===== src/rtl/detonator_seq_ctrl_if.sv =====
// Keypad, control and status bundle of the detonator sequencing controller.
// master: the side that drives keypad/controls (top level or bench).
// slave:  the sequencing controller itself.
interface detonator_seq_ctrl_if;
   logic [9:0] A;        // one-hot keypad, bit k = digit k
   logic       setup;    // program a new code
   logic       ready;    // start code entry
   logic       sure;     // confirm entered digits
   logic       fire;     // start countdown
   logic       wait_t;   // abort to idle
   logic [3:0] m_disp;   // display nibble
   logic       lt;       // armed lamp
   logic       bt;       // blast output
   logic       rt;       // error lamp
   logic       lb;       // lockout lamp

   modport master (
      output A, setup, ready, sure, fire, wait_t,
      input  m_disp, lt, bt, rt, lb
   );

   modport slave (
      input  A, setup, ready, sure, fire, wait_t,
      output m_disp, lt, bt, rt, lb
   );
endinterface


===== src/rtl/detonator_seq_ctrl.sv =====
// Sequencing controller for the numeric code detonator: keypad edge detect,
// code entry/programming, compare, arm, countdown, blast, error, lockout.
// Optional feature macro: DETONATOR_LOCKOUT_EN enables the wrong-try counter
// and the LOCK state; without it every mismatch goes to ERROR and lb is 0.
module detonator_seq_ctrl #(
   parameter int          CODE_LEN    = 4,
   parameter int          COUNTDOWN   = 8,
   parameter int          ERR_CYCLES  = 4,
   parameter int          MAX_TRIES   = 3,
   parameter int          LOCK_CYCLES = 16,
   parameter logic [31:0] RST_CODE    = 32'h0000_2580
) (
   input logic                 clk,
   input logic                 rst,
   detonator_seq_ctrl_if.slave bus
);

   function automatic int max2(input int x, input int y);
      return (x > y) ? x : y;
   endfunction

   localparam int CW   = 4 * CODE_LEN;
   // One width for every down-counter and the try counter; at least 4 bits
   // so the countdown value can be shown directly on the display.
   localparam int TMAX = max2(max2(15, MAX_TRIES),
                              max2(max2(COUNTDOWN, ERR_CYCLES), LOCK_CYCLES));
   localparam int TW   = $clog2(TMAX + 1);

   typedef enum logic [2:0] {
      S_IDLE,
      S_SET,
      S_ENTRY,
      S_ARMED,
      S_COUNT,
      S_BLAST,
      S_ERROR
`ifdef DETONATOR_LOCKOUT_EN
      , S_LOCK
`endif
   } state_t;

   state_t          state_q, state_d;
   logic [CW-1:0]   code_q, code_d;
   logic [CW-1:0]   buf_q, buf_d;
   logic [CW-1:0]   buf_shift;
   logic [3:0]      cnt_q, cnt_d;
   logic [TW-1:0]   timer_q, timer_d;
   logic [9:0]      a_q;
   logic [3:0]      m_disp_q, m_disp_d;
   logic            lt_q, lt_d, bt_q, bt_d, rt_q, rt_d, lb_q, lb_d;
   logic            press;
   logic [3:0]      digit;
   logic            code_match;
`ifdef DETONATOR_LOCKOUT_EN
   logic [TW-1:0]   tries_q, tries_d;
   logic [TW-1:0]   tries_inc;
`endif

   // Newest digit enters at the bottom of the entry buffer.
   generate
      if (CODE_LEN == 1) begin : g_shift_one
         assign buf_shift = digit;
      end else begin : g_shift_many
         assign buf_shift = {buf_q[CW-5:0], digit};
      end
   endgenerate

   // Keypad rising-edge detect: single key, previously all released.
   always_comb begin
      digit = 4'h0;
      for (int k = 0; k < 10; k++) begin
         if (bus.A[k]) digit = 4'(k);
      end
      press = $onehot(bus.A) && (a_q == 10'd0);
   end

   assign code_match = (cnt_q == 4'(CODE_LEN)) && (buf_q == code_q);
`ifdef DETONATOR_LOCKOUT_EN
   assign tries_inc = tries_q + TW'(1);
`endif

   // Next-state logic; wait_t beats sure beats press inside each state.
   always_comb begin
      state_d = state_q;
      code_d  = code_q;
      buf_d   = buf_q;
      cnt_d   = cnt_q;
      timer_d = timer_q;
`ifdef DETONATOR_LOCKOUT_EN
      tries_d = tries_q;
`endif
      case (state_q)
         S_IDLE: begin
            if (bus.setup) begin
               state_d = S_SET;
               buf_d   = '0;
               cnt_d   = 4'd0;
            end else if (bus.ready) begin
               state_d = S_ENTRY;
               buf_d   = '0;
               cnt_d   = 4'd0;
            end
         end
         S_SET: begin
            if (bus.wait_t) begin
               state_d = S_IDLE;
            end else if (bus.sure) begin
               // a short entry is ignored and SET keeps collecting
               if (cnt_q == 4'(CODE_LEN)) begin
                  code_d  = buf_q;
                  state_d = S_IDLE;
               end
            end else if (press && (cnt_q < 4'(CODE_LEN))) begin
               buf_d = buf_shift;
               cnt_d = cnt_q + 4'd1;
            end
         end
         S_ENTRY: begin
            if (bus.wait_t) begin
               state_d = S_IDLE;
            end else if (bus.sure) begin
               if (code_match) begin
                  state_d = S_ARMED;
`ifdef DETONATOR_LOCKOUT_EN
                  tries_d = '0;
`endif
               end else begin
`ifdef DETONATOR_LOCKOUT_EN
                  tries_d = tries_inc;
                  if (tries_inc == TW'(MAX_TRIES)) begin
                     state_d = S_LOCK;
                     timer_d = TW'(LOCK_CYCLES);
                  end else begin
                     state_d = S_ERROR;
                     timer_d = TW'(ERR_CYCLES);
                  end
`else
                  state_d = S_ERROR;
                  timer_d = TW'(ERR_CYCLES);
`endif
               end
            end else if (press && (cnt_q < 4'(CODE_LEN))) begin
               buf_d = buf_shift;
               cnt_d = cnt_q + 4'd1;
            end
         end
         S_ARMED: begin
            if (bus.wait_t) begin
               state_d = S_IDLE;
            end else if (bus.fire) begin
               state_d = S_COUNT;
               timer_d = TW'(COUNTDOWN);
            end
         end
         S_COUNT: begin
            if (bus.wait_t) begin
               state_d = S_IDLE;
            end else if (timer_q == TW'(1)) begin
               state_d = S_BLAST;
            end else begin
               timer_d = timer_q - TW'(1);
            end
         end
         S_BLAST: begin
            state_d = S_BLAST;
         end
         S_ERROR: begin
            if (timer_q == TW'(1)) state_d = S_IDLE;
            else                   timer_d = timer_q - TW'(1);
         end
`ifdef DETONATOR_LOCKOUT_EN
         S_LOCK: begin
            if (timer_q == TW'(1)) begin
               state_d = S_IDLE;
               tries_d = '0;
            end else begin
               timer_d = timer_q - TW'(1);
            end
         end
`endif
         default: begin
            state_d = S_IDLE;
         end
      endcase
   end

   // Output decode from the next state so the registered outputs line up
   // with the state they describe.
   always_comb begin
      m_disp_d = 4'hF;
      lt_d     = 1'b0;
      bt_d     = 1'b0;
      rt_d     = 1'b0;
      lb_d     = 1'b0;
      case (state_d)
         S_IDLE:  m_disp_d = 4'hF;
         S_SET,
         S_ENTRY: m_disp_d = (cnt_d == 4'd0) ? 4'hF : buf_d[3:0];
         S_ARMED: begin
            m_disp_d = 4'hA;
            lt_d     = 1'b1;
         end
         S_COUNT: begin
            m_disp_d = timer_d[3:0];
            lt_d     = 1'b1;
         end
         S_BLAST: begin
            m_disp_d = 4'h0;
            bt_d     = 1'b1;
         end
         S_ERROR: begin
            m_disp_d = 4'hE;
            rt_d     = 1'b1;
         end
`ifdef DETONATOR_LOCKOUT_EN
         S_LOCK: begin
            m_disp_d = 4'hC;
            lb_d     = 1'b1;
         end
`endif
         default: m_disp_d = 4'hF;
      endcase
   end

   // State, datapath and output registers.
   always_ff @(posedge clk or posedge rst) begin
      if (rst) begin
         state_q  <= S_IDLE;
         code_q   <= RST_CODE[CW-1:0];
         buf_q    <= '0;
         cnt_q    <= 4'd0;
         timer_q  <= '0;
         a_q      <= 10'd0;
         m_disp_q <= 4'hF;
         lt_q     <= 1'b0;
         bt_q     <= 1'b0;
         rt_q     <= 1'b0;
         lb_q     <= 1'b0;
      end else begin
         state_q  <= state_d;
         code_q   <= code_d;
         buf_q    <= buf_d;
         cnt_q    <= cnt_d;
         timer_q  <= timer_d;
         a_q      <= bus.A;
         m_disp_q <= m_disp_d;
         lt_q     <= lt_d;
         bt_q     <= bt_d;
         rt_q     <= rt_d;
         lb_q     <= lb_d;
      end
   end

`ifdef DETONATOR_LOCKOUT_EN
   // Consecutive wrong-code counter.
   always_ff @(posedge clk or posedge rst) begin
      if (rst) tries_q <= '0;
      else     tries_q <= tries_d;
   end
`endif

   assign bus.m_disp = m_disp_q;
   assign bus.lt     = lt_q;
   assign bus.bt     = bt_q;
   assign bus.rt     = rt_q;
   assign bus.lb     = lb_q;

endmodule


===== src/flat_wrapper.sv =====
// flat-port wrapper written by rule: the top's interface ports become plain ports
module detonator_seq_ctrl_flat 
#(
   parameter int          CODE_LEN    = 4,
   parameter int          COUNTDOWN   = 8,
   parameter int          ERR_CYCLES  = 4,
   parameter int          MAX_TRIES   = 3,
   parameter int          LOCK_CYCLES = 16,
   parameter logic [31:0] RST_CODE    = 32'h0000_2580
)
  (clk, rst, bus_A, bus_setup, bus_ready, bus_sure, bus_fire, bus_wait_t, bus_m_disp, bus_lt, bus_bt, bus_rt, bus_lb);
  detonator_seq_ctrl_if bus_i ();
  input logic clk;
  input logic rst;
  input wire logic [$bits(bus_i.A)-1:0] bus_A;
  input wire logic [$bits(bus_i.setup)-1:0] bus_setup;
  input wire logic [$bits(bus_i.ready)-1:0] bus_ready;
  input wire logic [$bits(bus_i.sure)-1:0] bus_sure;
  input wire logic [$bits(bus_i.fire)-1:0] bus_fire;
  input wire logic [$bits(bus_i.wait_t)-1:0] bus_wait_t;
  output wire logic [$bits(bus_i.m_disp)-1:0] bus_m_disp;
  output wire logic [$bits(bus_i.lt)-1:0] bus_lt;
  output wire logic [$bits(bus_i.bt)-1:0] bus_bt;
  output wire logic [$bits(bus_i.rt)-1:0] bus_rt;
  output wire logic [$bits(bus_i.lb)-1:0] bus_lb;
  assign bus_i.A = bus_A;
  assign bus_i.setup = bus_setup;
  assign bus_i.ready = bus_ready;
  assign bus_i.sure = bus_sure;
  assign bus_i.fire = bus_fire;
  assign bus_i.wait_t = bus_wait_t;
  assign bus_m_disp = bus_i.m_disp;
  assign bus_lt = bus_i.lt;
  assign bus_bt = bus_i.bt;
  assign bus_rt = bus_i.rt;
  assign bus_lb = bus_i.lb;
  detonator_seq_ctrl #(.CODE_LEN(CODE_LEN), .COUNTDOWN(COUNTDOWN), .ERR_CYCLES(ERR_CYCLES), .MAX_TRIES(MAX_TRIES), .LOCK_CYCLES(LOCK_CYCLES), .RST_CODE(RST_CODE)) u_core (.clk(clk), .rst(rst), .bus(bus_i));
endmodule

===== config.mk =====
export PLATFORM = sky130hd
export DESIGN_NAME = detonator_seq_ctrl_flat
export DESIGN_NICKNAME = d
export VERILOG_FILES = /design/src/rtl/detonator_seq_ctrl_if.sv /design/src/rtl/detonator_seq_ctrl.sv /design/src/flat_wrapper.sv
export SDC_FILE = /design/constraint.sdc
export NUM_CORES = 1
export LEC_CHECK = 0
export ABC_AREA = 1
export CORE_MARGIN = 5
export CORE_UTILIZATION = 51
export CTS_CLUSTER_DIAMETER = 60
export CTS_CLUSTER_SIZE = 24
export DETAILED_ROUTE_END_ITERATION = 10
export MAX_ROUTING_LAYER = met4
export PLACE_DENSITY = 0.71
export SETUP_SLACK_MARGIN = 0.1
export SYNTH_ARGS = -nofsm -noshare
export SYNTH_HDL_FRONTEND = slang
export SYNTH_SLANG_ARGS = --single-unit

===== constraint.sdc =====
create_clock -name clk -period 2.15 [get_ports clk]
set_input_delay 0.215 -clock clk [delete_from_list [all_inputs] [get_ports clk]]
set_output_delay 0.215 -clock clk [all_outputs]
set_load 0.1 [all_outputs]

=== Yosys cells after proc, flatten, opt, wreduce, memory -nomap -nowiden ===
Index checks and enable logic that the tools add are counted.

* ROM bits: 0
* Bits in latches: 0
* Memories: 0
* Memory bits (writable): 0
* Word-level logic and storage cells: 113
* Flip-flop bits (word level): 61
* Output and inout bits: 8
* Input port bits: 17

* Mux-type cells: 48
* Div/mod/pow operators: 0
* Shift-type cells: 0
* Multiply operators: 0
* Add/subtract/negate cells: 11
* Bitwise operators: 1
* Eq/ne operators: 26
* Magnitude comparators: 1
* Reduce and logical (&&, ||, !) cells: 14

{| class="wikitable"
|+ Operators with widths
! operator !! number
|-
| 16-bit two-way mux || 5
|-
| 3-bit two-way mux || 17
|-
| 5-bit two-way mux || 7
|-
| 4-bit two-way mux || 8
|-
| 16-bit one-hot mux with 2 select lines || 1
|-
| 3-bit one-hot mux with 7 select lines || 1
|-
| 4-bit one-hot mux with 5 select lines || 1
|-
| 5-bit one-hot mux with 4 select lines || 1
|-
| 3-bit equality test, second input constant || 6
|-
| 4-bit adder || 4
|-
| 16-bit equality test || 1
|-
| 2-bit != test, second input constant || 8
|-
| 3-bit by 2-bit equality test with 1-bit output, second input constant || 4
|-
| 1-bit by 1-bit adder with 2-bit output || 5
|-
| 10-bit logical NOT || 1
|-
| 4-bit one-hot mux with 2 select lines || 1
|-
| 7-bit AND reduction || 1
|-
| 3-bit by 1-bit equality test with 1-bit output, second input constant || 2
|-
| 2-bit OR reduction || 3
|-
| 5-bit by 1-bit equality test with 1-bit output, second input constant || 1
|-
| 5-bit AND reduction || 1
|-
| 5-bit by 1-bit subtractor with 5-bit output, second input constant || 1
|-
| 4-bit by 1-bit adder with 4-bit output, second input constant || 1
|-
| 4-bit by 1-bit equality test with 1-bit output, second input constant || 1
|-
| 13 further kinds || 19
|}

=== Depth between registers and ports, before layout ===
Gate-level depths: netlist (run 1).

* Depth in word-level cells: 15
* Mapped depth: 21
* Depth with buffers taken out: 21

=== Worst setup path before layout (run 1) ===
OpenSTA, ideal clock, no wires.

* Kind: in2reg
* From: input port bus_A[2]
* To: register u_core.m_disp_q[1] (netlist: u_core.bus.m_disp[1])
* Cell stages on the path: 20
* Required time: 2.086 ns
* Setup time: 0.064 ns
* Arrival: 3.368 ns
* Buffers on the path: 0
* Slack: -1.282 ns
* Cell sequence: inv_1 > ha_1 > inv_1 > fa_1 > fa_1 > inv_1 > fa_1 > inv_1 > fa_1 > nand2_1 > nor3_1 > nand2_1 > nor2_1 > nand2_2 > inv_1 > o21ai_0 > nand3_1 > nand2_1 > nand4_1 > nand3_1

* Longest elaborated chain between the ends: 14
* Elaborated cells between the ends (all ways): 26
* Classes of those cells: 4 x add/sub; 1 x eq/ne; 18 x mux; 3 x reduce/logical

{| class="wikitable"
|+ Ends and longest elaborated chain
! what !! RTL line !! text
|-
| from (decl) || flat_wrapper.sv:15 || <nowiki>input wire logic [$bits(bus_i.A)-1:0] bus_A;</nowiki>
|-
| 1-bit by 1-bit adder with 2-bit output (not written as such) / 2-bit two-way mux (equally long branches) || detonator_seq_ctrl.sv:74, detonator_seq_ctrl.sv:72 ||
|-
| 4-bit adder (not written as such) / 2-bit two-way mux (equally long branches) || detonator_seq_ctrl.sv:74, detonator_seq_ctrl.sv:72 ||
|-
| 4-bit adder (not written as such) / 3-bit two-way mux (equally long branches) (2 in series) || detonator_seq_ctrl.sv:74, detonator_seq_ctrl.sv:72 ||
|-
| 4-bit by 1-bit equality test with 1-bit output / 3-bit two-way mux (equally long branches) || detonator_seq_ctrl.sv:74, detonator_seq_ctrl.sv:72 ||
|-
| 1-bit logical AND / 3-bit two-way mux (equally long branches) || detonator_seq_ctrl.sv:74, detonator_seq_ctrl.sv:72 ||
|-
| 1-bit logical AND / 4-bit two-way mux (equally long branches) || detonator_seq_ctrl.sv:113, detonator_seq_ctrl.sv:142, detonator_seq_ctrl.sv:72 ||
|-
| 4-bit two-way mux, on equally long branches || detonator_seq_ctrl.sv:113, detonator_seq_ctrl.sv:142, detonator_seq_ctrl.sv:72 ||
|-
| 4-bit two-way mux / 16-bit two-way mux (equally long branches) || detonator_seq_ctrl.sv:107, detonator_seq_ctrl.sv:113, detonator_seq_ctrl.sv:142 ||
|-
| 4-bit two-way mux / 16-bit two-way mux (equally long branches) || detonator_seq_ctrl.sv:105, detonator_seq_ctrl.sv:107 ||
|-
| 4-bit one-hot mux with 2 select lines / 16-bit two-way mux (equally long branches) || detonator_seq_ctrl.sv:92, detonator_seq_ctrl.sv:119 ||
|-
| 4-bit logical NOT / 16-bit one-hot mux with 2 select lines (equally long branches) || detonator_seq_ctrl.sv:198, detonator_seq_ctrl.sv:92 ||
|-
| 4-bit two-way mux * || detonator_seq_ctrl.sv:198 || <nowiki>S_ENTRY: m_disp_d = (cnt_d == 4'd0) ? 4'hF : buf_d[3:0];</nowiki>
|-
| 4-bit one-hot mux with 5 select lines * || detonator_seq_ctrl.sv:195 || <nowiki>case (state_d)</nowiki>
|-
| via u_core.m_disp_d[1] || detonator_seq_ctrl.sv:49 || <nowiki>logic [3:0] m_disp_q, m_disp_d;</nowiki>
|-
| to (signal assigned) || detonator_seq_ctrl.sv:246 || <nowiki>m_disp_q <= m_disp_d;</nowiki>
|-
| to (decl) || detonator_seq_ctrl.sv:49 ||
|}

The timed path passes the listed nets; every way through them passes the cells marked *. The select of a mux whose other input is x is not followed.
A chain may end at the register's enable or synchronous reset.

=== Worst setup path in the final report (run 1) ===
* From: input port bus_A[0]
* To: register u_core.m_disp_q[1] (netlist: u_core.bus.m_disp[1])

* Elaborated cells between the ends (all ways): 18
* Classes of those cells: 4 x add/sub; 1 x eq/ne; 10 x mux; 3 x reduce/logical

{| class="wikitable"
|+ RTL lines
! what !! RTL line !! text
|-
| 1-bit by 1-bit adder with 2-bit output (not written as such) || detonator_seq_ctrl.sv:74 || <nowiki>press = $onehot(bus.A) && (a_q == 10'd0);</nowiki>
|-
| 4-bit adder (not written as such) (3 in series) || detonator_seq_ctrl.sv:74 ||
|-
| 4-bit by 1-bit equality test with 1-bit output || detonator_seq_ctrl.sv:74 ||
|-
| 1-bit logical AND || detonator_seq_ctrl.sv:74 ||
|-
| 1-bit logical AND || detonator_seq_ctrl.sv:113, detonator_seq_ctrl.sv:142 ||
|-
| 16-bit two-way mux || detonator_seq_ctrl.sv:113, detonator_seq_ctrl.sv:142 ||
|-
| 16-bit two-way mux || detonator_seq_ctrl.sv:107 || <nowiki>end else if (bus.sure) begin</nowiki>
|-
| 16-bit two-way mux || detonator_seq_ctrl.sv:119 || <nowiki>if (bus.wait_t) begin</nowiki>
|-
| 16-bit one-hot mux with 2 select lines || detonator_seq_ctrl.sv:92 || <nowiki>case (state_q)</nowiki>
|-
| via u_core.buf_d[1] || detonator_seq_ctrl.sv:44 || <nowiki>logic [CW-1:0] buf_q, buf_d;</nowiki>
|-
| 4-bit two-way mux || detonator_seq_ctrl.sv:198 ||
|-
| 4-bit one-hot mux with 5 select lines || detonator_seq_ctrl.sv:195 ||
|-
| via u_core.m_disp_d[1] || detonator_seq_ctrl.sv:49 ||
|}

The timed path passes the listed nets, and every way through them passes these cells. The select of a mux whose other input is x is not followed.

==> results of run 1 <==
sequential cells by signal (all words and copies together) (netlist names):
name	cells
u_core.code_q	16
u_core.bus.bt	1
u_core.bus.m_disp	4
u_core.buf_q	16
u_core.a_q	10
u_core.bus.lt	1
u_core.timer_q	5
u_core.bus.rt	1
u_core.state_q	3
u_core.cnt_q	4
final cells by class:
type	count	area share
Multi-Input combinational cell	308	0.3956
Sequential cell	61	0.3303
Timing Repair Buffer	59	0.1252
Inverter	91	0.07659
Clock buffer	13	0.03628
Tap cell	80	0.02150
Clock inverter	3	0.01451
cells in the final DEF, fill, tap and decap left out, drive strengths merged, types with 3 or more instances in the layout:
| cell | count |
|---|---|
| nand2 | 131 |
| inv | 91 |
| nor2 | 54 |
| dfrtp | 53 |
| buf | 48 |
| o21ai | 34 |
| nand3 | 21 |
| ha | 14 |
| clkbuf | 13 |
| o22ai | 12 |
| a21oi | 11 |
| clkdlybuf4s50 | 10 |
| dfstp | 8 |
| nand4 | 7 |
| fa | 6 |
| nor3 | 6 |
| xnor2 | 3 |
per-stage QoR:
stage          std cells  utilization  total power, W  cell area (um2)
6_report             615       0.6929        0.005402             4656
5_1_grt              615       0.6929        0.005712             4656
4_1_cts              611       0.6655        0.005125             4472
3_5_place_dp         584       0.5991        0.003482             4025
3_3_place_gp         584       0.5991        0.003443             4025
2_1_floorplan        468            -        0.002956             3573
power by group through the flow:
stage	clock [W]	sequential, W	combinational [W]
floorplan	0	0.00174	0.00121
global placement	0	0.00143	0.00201
detailed placement	0	0.00144	0.00204
CTS	0.00121	0.00142	0.00250
global route	0.00127	0.00143	0.00300
finish	0.00120	0.00142	0.00278
critical path, cell delays in order:
cell and delay, ps:
buf_6 100, ha_4 250, inv_2 30, fa_1 540
fa_1 420, inv_2 70, fa_2 190, inv_2 40
fa_1 470, nand2_1 60, nor3_2 160, nand2_2 130
o21ai_4 200, nand2_4 110, buf_6 140, nand2_4 60
o31ai_4 70, inv_1 80, nand2_1 60, nand4_1 70
nand3_1 80
cells by family (layout without fill, tap and decap cells):
group / after synthesis / in the layout
AO/OA/AOI/OAI: 61 / 61
flip-flops: 61 / 61
adder cells (fa/ha/maj): 20 / 20
AND/OR/NAND/NOR: 223 / 223
buffers and inverters: 99 / 166
XOR/XNOR: 3 / 3
other: 1 / 1
worst min path at each step:
stage | slack [ps] | end
after floorplan | 250 | u_core.a_q[0]
after global placement | 480 | u_core.code_q[15]
after detailed placement | 490 | u_core.code_q[8]
after CTS | 70 | u_core.a_q[3]
after global routing | 70 | u_core.a_q[3]
final | 90 | u_core.a_q[3]
layer usage:
metal | vias up | track usage | wire length (um)
met3 | 23 | 0.04712 | 361
met2 | 85 | 0.3335 | 4395
met5 | - | - | 0
li1 | 1578 | - | -
met4 | 0 | 0.05983 | 239
met1 | 1499 | 0.2674 | 3734
what timing repair did:
item                                   4_1_cts  5_1_grt
pin swaps                                   17       13
setup endpoints to repair                   23       26
gates resized for setup                     60       31
cloned                                       1        0
buffers inserted                            11        5
hold buffers                                 1        0
endpoints found under the hold margin        1        0
synth_stat cells:
master,number
nand2_1,128
conb_1,1
a211oi_1,1
or2_2,1
ha_1,14
nand2_2,3
buf_4,1
nand4_1,7
o21ai_0,31
xnor2_1,3
a21oi_2,1
inv_2,4
nand3_1,21
nor3_2,1
inv_1,87
fa_1,6
nand3b_1,1
nor3_1,5
or4_1,1
nor2_2,2
o31ai_1,1
o211ai_1,2
o21ai_1,3
clkbuf_1,5
nor3b_1,1
dfstp_2,8
buf_2,2
o22ai_1,12
a21oi_1,10
nor2_1,52
dfrtp_1,53
==> results.cfg, run 1 <==
[route]
drt-initial-drc-count = 131
firstDrtPassIters = 5
wl_per_cell_um = 14.20
ant_nets = 0
remaining_drc_errors = 0
vias = 3185
vias_per_cell = 5.179
drt_wl_total_mm = 8.730

[pwr]
seqPwrFrac = 0.263
power_frac_comb = 0.515
p_sw_frac = 0.4253
p_sw_w = 0.002297
clock_power_share = 0.223
power_density_nw_per_um2 = 1160
internal-power_w = 0.003105
p_leak_nw = 2.331
peakVddDrop_uv = 757.3

[place]
dp_worst_setup_slack_ps = -1856
place.gp.congestion = 0.8692
portBuffers = 23
post-dp-hpwl_mm = 5.759

[critical_path]
crit_type = in -> reg
reg2reg_to = u_core.bus.m_disp[0]
crit_required_ps = 2410
reg2reg_depth = 14
setup.worst_path.start_class = input pin
arrival_ps = 3540
cp_max_fo = 5
ff2ff_setup_slack_ps = -70
r2r-start = u_core.cnt_q[0]
end_kind = register
crit_start = bus_A[0]
worstSetupEndpoint = u_core.bus.m_disp[1]

[timing]
setup_violations = 23
fin_ws_ps = -1134
setup_tns_ps = -22830
relSlewSlack = 0.6255
fmax_ghz = 0.3045
fin_hold_ws_ps = 86.96
drv_slew = 0
skew_ps = 12.57
final_hold_viol_count = 0
layout_min_cycle_time_ps = 3284
rsz0062_at_grt = yes
worstMarginPinSlew_ps = 555.9
period_share = 1.527

[min_path]
hold_path_class = in -> reg
whs_path_depth = 2
hold_start = bus_A[3]

[die]
start_util = 0.5199
dieArea_um2 = 8604
coreArea_um2 = 6719
num_rows = 30
die_height_um = 92.76
die_w_um = 92.76
ios = 25

[clocking]
clk_pin_slew_ps = 70
h-tree-depth = 3
root_buffer = clkbuf_8
clock_path_buffers = 2
clkLatencyLatePin_ps = 340
cts.sinks = 61
tritoncts = built
cts-buffers-inserted = 9

[synthesis]
synth.yosys.seq_area_share = 0.4398
syn_inst = 468
synthAdderAreaFrac = 0.08453
synth_top_family_by_area = simple AND/OR/NAND/NOR gates
synth_area_leaders = dfrtp_1 (38%), nand2_1 (14%), inv_1 (9.3%), dfstp_2 (6.0%), nor2_1 (5.6%)
synth_top_area_cell = dfrtp_1
yosys_warnings = 0
synth-compound-area-share = 0.09563
synth_nets = 505
netlist_area_um2 = 3493
syn_area_per_cell_um2 = 7.464
ys_ff_latch = 61
synth_top_area_share = 0.3797
yosys.area_share.simple = 0.2633
yosys-mux-area-fraction = 0
synth-xor-area-share = 0.007521
ys_types = 31

[final_layout]
register_area_um2 = 1538
nNetsFinal = 567
area_growth_pct = 33.27
num_antenna_cells = 0
fill_cells = 554
drive_gt1_frac = 0.2449
multiInputGateArea_um2 = 1842

[flow_run]
max_cap_violations = 0

[outcome]
status = finished, violations left
violations = setup timing

[global_routing]
grt_pass1_vias = 3029
grt_pass1_wl_mm = 13.79
grt_max_degree = 62
gr-total-overflow = 0
antenna_found_initial = 0
grt_usage = 0.2087
Note: power is estimated with default switching activity, not from simulation.
==> inputs of run 2 (changes only) <==
- CORE_UTILIZATION: 51 -> 55
- DONT_BUFFER_PORTS: unset -> 1
- PLACE_DENSITY: 0.71 -> 0.7
==> run 2 against run 1 <==
The run still ends with setup timing left. Non-clock buffer count down 32. Sequential share of layout area grew 3.7 points. Critical path depth fell by 3. Design area fell by 10%. Sequential cell count is the same. Setup slack improved by 150 ps. Register-to-register slack gained 90 ps.
==> results.cfg, run 2 (synthesized netlist as in run 1, its figures left out) <==
[clocking]
h-tree-depth = 3
root_buffer = clkbuf_8
cts-buffers-inserted = 9
clk_pin_slew_ps = 70
clkLatencyLatePin_ps = 340
cts.sinks = 61
tritoncts = built
clock_path_buffers = 2

[final_layout]
area_growth_pct = 19.88
drive_gt1_frac = 0.1690
num_antenna_cells = 0
fill_cells = 541
multiInputGateArea_um2 = 1725
final_core_util = 0.6671
top_regs = u_core.buf_q (16), u_core.code_q (16), u_core.a_q (10)
register_area_um2 = 1536
final_common_cell = nand2_1
final_cell_mix = nand2_1 (123), inv_1 (75), dfrtp_1 (53), nor2_1 (48), o21ai_0 (27)
final_area_um2 = 4188
nNetsFinal = 535

[die]
coreArea_um2 = 6277
die_w_um = 89.70
dieArea_um2 = 8045
die_height_um = 89.70
num_rows = 29
start_util = 0.5565
ios = 25

[route]
dr_wl_met3_um = 369
remaining_drc_errors = 0
dr.max_layer_used = met4
drt-initial-drc-count = 178
drt_wl_total_mm = 7.832
wl_per_cell_um = 13.50
wirelength_met1_mm = 3.604
ant_nets = 0
dr_wl_met2_mm = 3.739
vias_per_cell = 5.121
firstDrtPassIters = 4
vias = 2970

[min_path]
hold_path_class = in -> reg

[global_routing]
grt_usage = 0.2228
antenna_found_initial = 0
grt_pass1_vias = 2913
grt_max_degree = 62
gr-total-overflow = 0
grt_pass1_wl_mm = 13.28

[pwr]
internal-power_w = 0.002686
peakVddDrop_uv = 1399
power_density_nw_per_um2 = 1120
seqPwrFrac = 0.358
power_frac_comb = 0.393
p_leak_nw = 2.133
clock_power_share = 0.249
p_sw_w = 0.002004
p_total_w = 0.004690
p_sw_frac = 0.4273

[critical_path]
reg2reg_to = u_core.bus.m_disp[2]
crit_required_ps = 2430
ff2ff_setup_slack_ps = 20
r2r-start = u_core.cnt_q[0]
worstSetupEndpoint = u_core.bus.m_disp[1]
reg2reg_depth = 14
arrival_ps = 3410
cpMostUsedCell = fa_1
end_kind = register
cpPeakStageDelay_ps = 550
setup.worst_path.start_class = input pin
cp_cell_sequence = ha_4 > inv_2 > fa_1 > fa_1 > inv_1 > fa_2 > inv_2 > fa_1 > nand2_1 > nor3_2 > nand2_2 > o21ai_2 > nand2_2 > a21oi_4 > nand3_4 > nand2_1 > nand4_1 > nand3_1
crit_start = bus_A[0]
cp_max_fo = 6
cp_slowest_cell = fa_1
crit_type = in -> reg

[place]
post-dp-hpwl_mm = 5.384
portBuffers = 0
place.gp.congestion = 0.8699
placed_area_um2 = 3726

[timing]
fmax_ghz = 0.3195
drv_slew = 0
setup_violations = 23
fin_hold_ws_ps = 92.11
layout_min_cycle_time_ps = 3130
period_share = 1.456
rsz0062_at_grt = yes
fin_ws_ps = -980.3
final_hold_viol_count = 0
skew_ps = 9.199

[flow_run]
max_cap_violations = 0

[outcome]
status = finished, violations left
violations = setup timing
## run 2: final cells by class
type,instances,area share
well taps,77,0.02301
clock buffers,12,0.03705
flip-flops and latches,61,0.3669
inverters,91,0.08336
repair buffers,27,0.06095
multi-input cells,308,0.4120
clock inverters,4,0.01673
## run 2: worst max-delay path, delay by kind of cell
kind / cells / cell delay (ps)
simple gates: 8 / 790
fa+ha+maj: 5 / 1880
compound gates: 2 / 350
buf+inv: 3 / 150
## run 2: timing repair
| action | in CTS | in global routing |
|---|---|---|
| cloned | 0 | 0 |
| resized for setup | 7 | 15 |
| pin swaps | 6 | 1 |
| hold buffers | 11 | 0 |
| endpoints found under the setup margin | 23 | 25 |
| buffers inserted | 2 | 4 |
| endpoints found under the hold margin | 63 | 0 |
## run 2: worst min-delay path by stage
stage	to	from	slack (ps)	cells after the start
after floorplan	u_core.a_q[0]	bus_A[0]	250	0
after global placement	u_core.bus.lt	rst	190	2
after detailed placement	u_core.bus.lt	rst	190	2
after CTS	u_core.buf_q[0]	bus_A[9]	60	2
after global routing	u_core.buf_q[0]	bus_A[9]	90	2
final	u_core.buf_q[0]	bus_A[9]	90	2
## run 2: routing by layer
metal,vias up,GRT usage
li1,1514,-
met3,12,0.05383
met4,0,0.07172
met1,1380,0.2921
met2,64,0.3418
met5,-,-
## run 2: power groups by stage
stage | Combinational, W | Sequential (W) | Clock (W)
2_1_floorplan | 0.00121 | 0.00174 | 0
6_report | 0.00185 | 0.00168 | 0.00117
4_1_cts | 0.00176 | 0.00168 | 0.00119
5_1_grt | 0.00208 | 0.00169 | 0.00125
3_5_place_dp | 0.00170 | 0.00170 | 0
3_3_place_gp | 0.00166 | 0.00170 | 0
## run 2: through the flow
| step | worst slack, ps | instances | TNS (ps) |
|---|---|---|---|
| 2_1_floorplan | -1100 | 468 | -21290 |
| 3_3_place_gp | -1233 | 547 | -25640 |
| 3_5_place_dp | -1331 | 547 | -27570 |
| 4_1_cts | -907.7 | 576 | -18040 |
| 5_1_grt | -1160 | 580 | -23200 |
| 6_report | -980.3 | 580 | -19520 |
